--- src/rtl/dbg_pkg.sv ---
// Shared constants and encodings for the debug snapshot dump scheduler.
package dbg_pkg;

    localparam logic [7:0] TAG_PC  = 8'hA0;
    localparam logic [7:0] TAG_REG = 8'hA1;
    localparam logic [7:0] TAG_MEM = 8'hA2;

    typedef enum logic [1:0] {
        SEC_PC  = 2'd0,
        SEC_REG = 2'd1,
        SEC_MEM = 2'd2
    } section_e;

    typedef enum logic [2:0] {
        ST_IDLE    = 3'd0,
        ST_TAG     = 3'd1,
        ST_RD      = 3'd2,
        ST_LOAD    = 3'd3,
        ST_SEND    = 3'd4,
        ST_WAIT_TX = 3'd5,
        ST_DONE    = 3'd6
    } state_e;

    function automatic logic [7:0] section_tag(input section_e sec);
        case (sec)
            SEC_PC:  section_tag = TAG_PC;
            SEC_REG: section_tag = TAG_REG;
            default: section_tag = TAG_MEM;
        endcase
    endfunction

endpackage

--- src/rtl/dbg_dump_sched.sv ---
// Serialises one MIPS snapshot (PC, register file, data memory) onto uart_tx,
// each section as a tag byte followed by 32-bit words sent MSB first.
module dbg_dump_sched
    import dbg_pkg::*;
#(
    parameter int NB_DATA     = 32,
    parameter int NB_REG_ADDR = 5,
    parameter int N_REGS      = 32,
    parameter int NB_MEM_ADDR = 7,
    parameter int N_MEM_WORDS = 128
) (
    input  logic                   clk,
    input  logic                   reset_n,
    input  logic                   i_start,
    input  logic [NB_DATA-1:0]     i_pc,
    output logic [NB_REG_ADDR-1:0] o_reg_addr,
    input  logic [NB_DATA-1:0]     i_reg_data,
    output logic [NB_MEM_ADDR-1:0] o_mem_addr,
    input  logic [NB_DATA-1:0]     i_mem_data,
    output logic                   o_tx_start,
    output logic [7:0]             o_tx_data,
    input  logic                   i_tx_done_tick,
    output logic                   o_busy,
    output logic                   o_done,
    output logic [2:0]             o_state
);

    localparam int NB_WORD = (NB_REG_ADDR > NB_MEM_ADDR) ? NB_REG_ADDR : NB_MEM_ADDR;
    localparam logic [NB_WORD-1:0] LAST_REG = NB_WORD'(N_REGS - 1);
    localparam logic [NB_WORD-1:0] LAST_MEM = NB_WORD'(N_MEM_WORDS - 1);

    state_e               state_q, state_d;
    section_e             sec_q, sec_d;
    logic [NB_WORD-1:0]   word_q, word_d;
    logic [1:0]           byte_q, byte_d;
    logic [NB_DATA-1:0]   shift_q, shift_d;
    logic [NB_DATA-1:0]   pc_q, pc_d;
    logic                 after_tag_q, after_tag_d;
    logic                 tx_start_q, tx_start_d;
    logic [7:0]           tx_data_q, tx_data_d;

    logic                 last_word;
    logic                 tick_ok;
    logic                 addr_phase;

    always_ff @(posedge clk or negedge reset_n) begin
        if (!reset_n) begin
            state_q     <= ST_IDLE;
            sec_q       <= SEC_PC;
            word_q      <= '0;
            byte_q      <= '0;
            shift_q     <= '0;
            pc_q        <= '0;
            after_tag_q <= 1'b0;
            tx_start_q  <= 1'b0;
            tx_data_q   <= '0;
        end else begin
            state_q     <= state_d;
            sec_q       <= sec_d;
            word_q      <= word_d;
            byte_q      <= byte_d;
            shift_q     <= shift_d;
            pc_q        <= pc_d;
            after_tag_q <= after_tag_d;
            tx_start_q  <= tx_start_d;
            tx_data_q   <= tx_data_d;
        end
    end

    always_comb begin
        case (sec_q)
            SEC_PC:  last_word = 1'b1;
            SEC_REG: last_word = (word_q == LAST_REG);
            SEC_MEM: last_word = (word_q == LAST_MEM);
            default: last_word = 1'b1;
        endcase
    end

    // A tick coinciding with our own start pulse acknowledges the previous byte.
    assign tick_ok = i_tx_done_tick && !tx_start_q;

    always_comb begin
        state_d     = state_q;
        sec_d       = sec_q;
        word_d      = word_q;
        byte_d      = byte_q;
        shift_d     = shift_q;
        pc_d        = pc_q;
        after_tag_d = after_tag_q;
        tx_start_d  = 1'b0;
        tx_data_d   = tx_data_q;
        case (state_q)
            ST_IDLE: begin
                if (i_start) begin
                    pc_d    = i_pc;
                    sec_d   = SEC_PC;
                    word_d  = '0;
                    byte_d  = '0;
                    state_d = ST_TAG;
                end
            end
            ST_TAG: begin
                tx_start_d  = 1'b1;
                tx_data_d   = section_tag(sec_q);
                after_tag_d = 1'b1;
                state_d     = ST_WAIT_TX;
            end
            ST_RD: begin
                state_d = ST_LOAD;
            end
            ST_LOAD: begin
                case (sec_q)
                    SEC_PC:  shift_d = pc_q;
                    SEC_REG: shift_d = i_reg_data;
                    default: shift_d = i_mem_data;
                endcase
                byte_d  = '0;
                state_d = ST_SEND;
            end
            ST_SEND: begin
                tx_start_d  = 1'b1;
                tx_data_d   = shift_q[NB_DATA-1 -: 8];
                after_tag_d = 1'b0;
                state_d     = ST_WAIT_TX;
            end
            ST_WAIT_TX: begin
                if (tick_ok) begin
                    if (after_tag_q) begin
                        state_d = (sec_q == SEC_PC) ? ST_LOAD : ST_RD;
                    end else if (byte_q != 2'd3) begin
                        byte_d  = byte_q + 2'd1;
                        shift_d = shift_q << 8;
                        state_d = ST_SEND;
                    end else if (!last_word) begin
                        word_d  = word_q + 1'b1;
                        state_d = ST_RD;
                    end else begin
                        case (sec_q)
                            SEC_PC: begin
                                sec_d   = SEC_REG;
                                word_d  = '0;
                                state_d = ST_TAG;
                            end
                            SEC_REG: begin
                                sec_d   = SEC_MEM;
                                word_d  = '0;
                                state_d = ST_TAG;
                            end
                            default: state_d = ST_DONE;
                        endcase
                    end
                end
            end
            ST_DONE: begin
                state_d = ST_IDLE;
            end
            default: begin
                state_d = ST_IDLE;
            end
        endcase
    end

    // Address is held through LOAD so the synchronous read stays stable.
    assign addr_phase = (state_q == ST_RD) || (state_q == ST_LOAD);
    assign o_reg_addr = (addr_phase && sec_q == SEC_REG) ? word_q[NB_REG_ADDR-1:0] : '0;
    assign o_mem_addr = (addr_phase && sec_q == SEC_MEM) ? word_q[NB_MEM_ADDR-1:0] : '0;

    assign o_tx_start = tx_start_q;
    assign o_tx_data  = tx_data_q;
    assign o_done     = (state_q == ST_DONE);
    assign o_busy     = (state_q != ST_IDLE) && (state_q != ST_DONE);
    assign o_state    = state_q;

endmodule

--- config.mk ---
export PLATFORM = sky130hd
export DESIGN_NAME = dbg_dump_sched
export DESIGN_NICKNAME = d
export VERILOG_FILES = /design/src/rtl/dbg_pkg.sv /design/src/rtl/dbg_dump_sched.sv
export SDC_FILE = /design/constraint.sdc
export NUM_CORES = 1
export LEC_CHECK = 0
export CORE_ASPECT_RATIO = 2
export CORE_UTILIZATION = 52
export CTS_CLUSTER_SIZE = 8
export DETAILED_ROUTE_END_ITERATION = 8
export PLACE_DENSITY = 0.92
export SYNTH_ARGS = -nofsm -noshare
export SYNTH_HDL_FRONTEND = slang
export SYNTH_SLANG_ARGS = --single-unit
--- constraint.sdc ---
create_clock -name clk -period 3.7 [get_ports clk]
set_input_delay 0.925 -clock clk [delete_from_list [all_inputs] [get_ports clk]]
set_output_delay 0.925 -clock clk [all_outputs]
set_load 0.02 [all_outputs]
==> impl_metrics.json <==
{
  "clk_latency_ps": 340,
  "routedWlPerCell_um": 19.57,
  "drive_gt1_share_pct": 6.349,
  "area_delta_synth_final_pct": 34.56,
  "finalSetupViolCount": 0,
  "clock_sink_count": 88,
  "worst_slew_pin_slew_ps": 1109,
  "final_nets": 731,
  "cp-start-kind": "flip-flop",
  "synth_top_area_share_pct": 47.52,
  "grt_usage_pct": 33.49,
  "cts_root_buffer": "clkbuf_16",
  "slowest_delay_ps": 610,
  "synth_area_um2": 4634,
  "multi_input_area_um2": 2203,
  "cts_buffers": 9,
  "pre_cts_ws_ps": 633.9,
  "drt-initial-drc-count": 461,
  "final_common_cell": "nand2_1",
  "placed_area_um2": 5896,
  "synthDistinctLibCells": 55,
  "ctsResizeCount": 0,
  "skew_ps": 4.674,
  "synth_edf_count": 0,
  "max-cap-violations": 0,
  "fmax_ghz": 0.2861,
  "ys_ff_latch": 88,
  "finalCritPeriodShare_pct": 94.47,
  "switching_share_pct": 40.79,
  "timing.final.max_slew_violations": 0,
  "ys_warn_count": 0,
  "p_clk_share_pct": 20.2,
  "routabilityCongestion": 0.9338,
  "routed_via_density": 6.292,
  "hp-class": "reg2reg",
  "cp_slowest_cell": "dfrtp_1",
  "async_flop_share_pct": 100.0,
  "path_class": "reg2out",
  "leakagePower_nw": 2.790,
  "fin_crit_ps": 3496,
  "grt_pass1_wl_mm": 22.31,
  "seq_power_share_pct": 34.2,
  "cts_hold_buf": 0,
  "overflow": 0,
  "final_core_util_pct": 72.11,
  "initial_core_util_pct": 53.59,
  "rsz0062_at_grt": "no",
  "cts_tree": "yes",
  "finalWorstSetupSlack_ps": 204.5,
  "drc": 0,
  "ys_dominant_reg_cell": "dfrtp_1",
  "internal-power_mw": 2.997,
  "syn_area_per_cell_um2": 8.947,
  "outcome": "finished, final reports clean",
  "hold_viol": 0,
  "grt_max_degree": 89,
  "p_per_area_nw_per_um2": 811.5,
  "cts_setup_buffers": 0,
  "p_sw_mw": 2.064,
  "dieWidth_um": 68.76,
  "coreArea_um2": 8648,
  "cp-end-kind": "output pin",
  "core.rowCount": 48,
  "hold_ws_ps": 476.0,
  "ant_nets": 0,
  "tns_ps": 0,
  "clockBufferDepth": 2,
  "antenna_cells": 0,
  "yosysSeqAreaShare_pct": 47.52,
  "synthTopCellsByArea": "dfrtp_1 48%, nand2_1 11%, a22o_1 6.0%",
  "dr.pass1.iters": 6,
  "synth_nets": 623,
  "slew_headroom_pct": 26.08,
  "fill_cells": 641,
  "num_vias": 4593,
  "cp.required_ps": 2770,
  "hpwlAfterDp_mm": 10.15,
  "crit_fanout": 13,
  "antenna_found_initial": 0,
  "grt_pass1_vias": 4613,
  "crit_chain": "clkinv_1 > nor2_4 > and3_1 > clkdlybuf4s50_1",
  "cp.arrival_ps": 2570,
  "die-height_um": 135.5,
  "wl_mm": 14.29,
  "ff_latch_area_um2": 2202,
  "clk_pin_slew_ps": 60,
  "synthCells": 518,
  "synth_top_area_cell": "dfrtp_1",
  "p_comb_share_pct": 45.6,
  "fin_area_um2": 6236,
  "ir_drop_v": 0.0004860,
  "num_io_pins": 126,
  "h-tree-depth": 3,
  "mostFrequentLayoutCells": "140 x nand2_1, 124 x clkdlybuf4s50_1, 88 x dfrtp_1, 56 x o21ai_0, 32 x a22o_1",
  "dieArea_um2": 9317,
  "io_buffers": 125
}
## metal layers
metal,routed length (µm),share of wire (%),track usage (%)
met1,4721,33,34.43
met2,7630,53,55.61
met3,853,6.0,8.670
met4,1080,7.6,25.06
met5,0,0,0
## state kept, by name, indices dropped and copies added, names as in the netlist
signal and flops:
after_tag_q 1, o_tx_start 1, o_tx_data 8, pc_q 32
byte_q 2, o_state 3, word_q 7, shift_q 32
sec_q 2
## per-stage QoR
step | std cells | power (mW)
4_1_cts | 730 | 5.019
3_3_place_gp | 715 | 3.860
5_1_grt | 730 | 5.370
2_1_floorplan | 518 | 3.233
6_report | 730 | 5.061
3_5_place_dp | 715 | 3.987
## cell families (layout without fill, tap and decap cells)
family,after synthesis,in the layout,synth area share [%]
AND/OR/NAND/NOR,195,195,19.82
AO/OA/AOI/OAI,177,177,25.81
flip-flops,88,88,47.52
buffers and inverters,51,163,5.102
adder cells (fa/ha/maj),5,5,1.350
XOR/XNOR,1,1,0.1890
multiplexers,1,1,0.2160
## critical path, delay by kind of cell, from the launching register on
kind	cells	cell delay [ps]
buffers and inverters	2	1040
AND/OR/NAND/NOR	2	580
flip-flops	1	610
## final cells by class
class | count | share of cell area (%)
Multi-Input combinational cell | 379 | 35.33
Clock buffer | 13 | 4.494
Timing Repair Buffer | 133 | 20.99
Sequential cell | 88 | 35.31
Clock inverter | 2 | 0.9631
Inverter | 15 | 0.9029
Tap cell | 100 | 2.006
## power groups by stage
stage | sequential [mW] | combinational, mW | clock [mW]
CTS | 1.71 | 2.28 | 1.03
floorplan | 1.66 | 1.57 | 0
global route | 1.76 | 2.53 | 1.07
finish | 1.73 | 2.31 | 1.02
global placement | 1.69 | 2.17 | 0
detailed placement | 1.73 | 2.26 | 0
## cell usage after synthesis, types with 2 or more instances
cell and number:
a31oi_1 4, clkinv_1 3, o211ai_1 5, o22a_1 2, clkbuf_1 12, o22ai_1 8, or4_1 2, or3_1 2
dfrtp_1 88, or2_2 2, a22oi_1 4, o21ai_0 56, nor2_1 5, and3_1 8, buf_4 6, nand2_1 140
buf_2 18, nand3_1 8, and3b_1 2, nor4_1 8, a22o_1 32, inv_1 12, nand4_1 3, o21ai_1 11
a211o_1 24, a21oi_1 20, ha_1 5
## path summary, 6_finish.rpt
check	start	endpoint	slack, ps	cells after the start
setup / recovery	o_state[1]$_DFFE_PN0P_	o_mem_addr[0]	200	4
hold / removal	shift_q[18]$_DFFE_PN0P_	shift_q[18]$_DFFE_PN0P_	480	2
setup reg to reg	o_state[2]$_DFFE_PN0P_	shift_q[28]$_DFFE_PN0P_	1050	5
hold reg to reg	shift_q[18]$_DFFE_PN0P_	shift_q[18]$_DFFE_PN0P_	480	2
max in group asynchronous	reset_n	pc_q[0]$_DFFE_PN0P_	2200	1
min in group asynchronous	reset_n	pc_q[22]$_DFFE_PN0P_	790	1
Power figures use the tool's default switching activity.
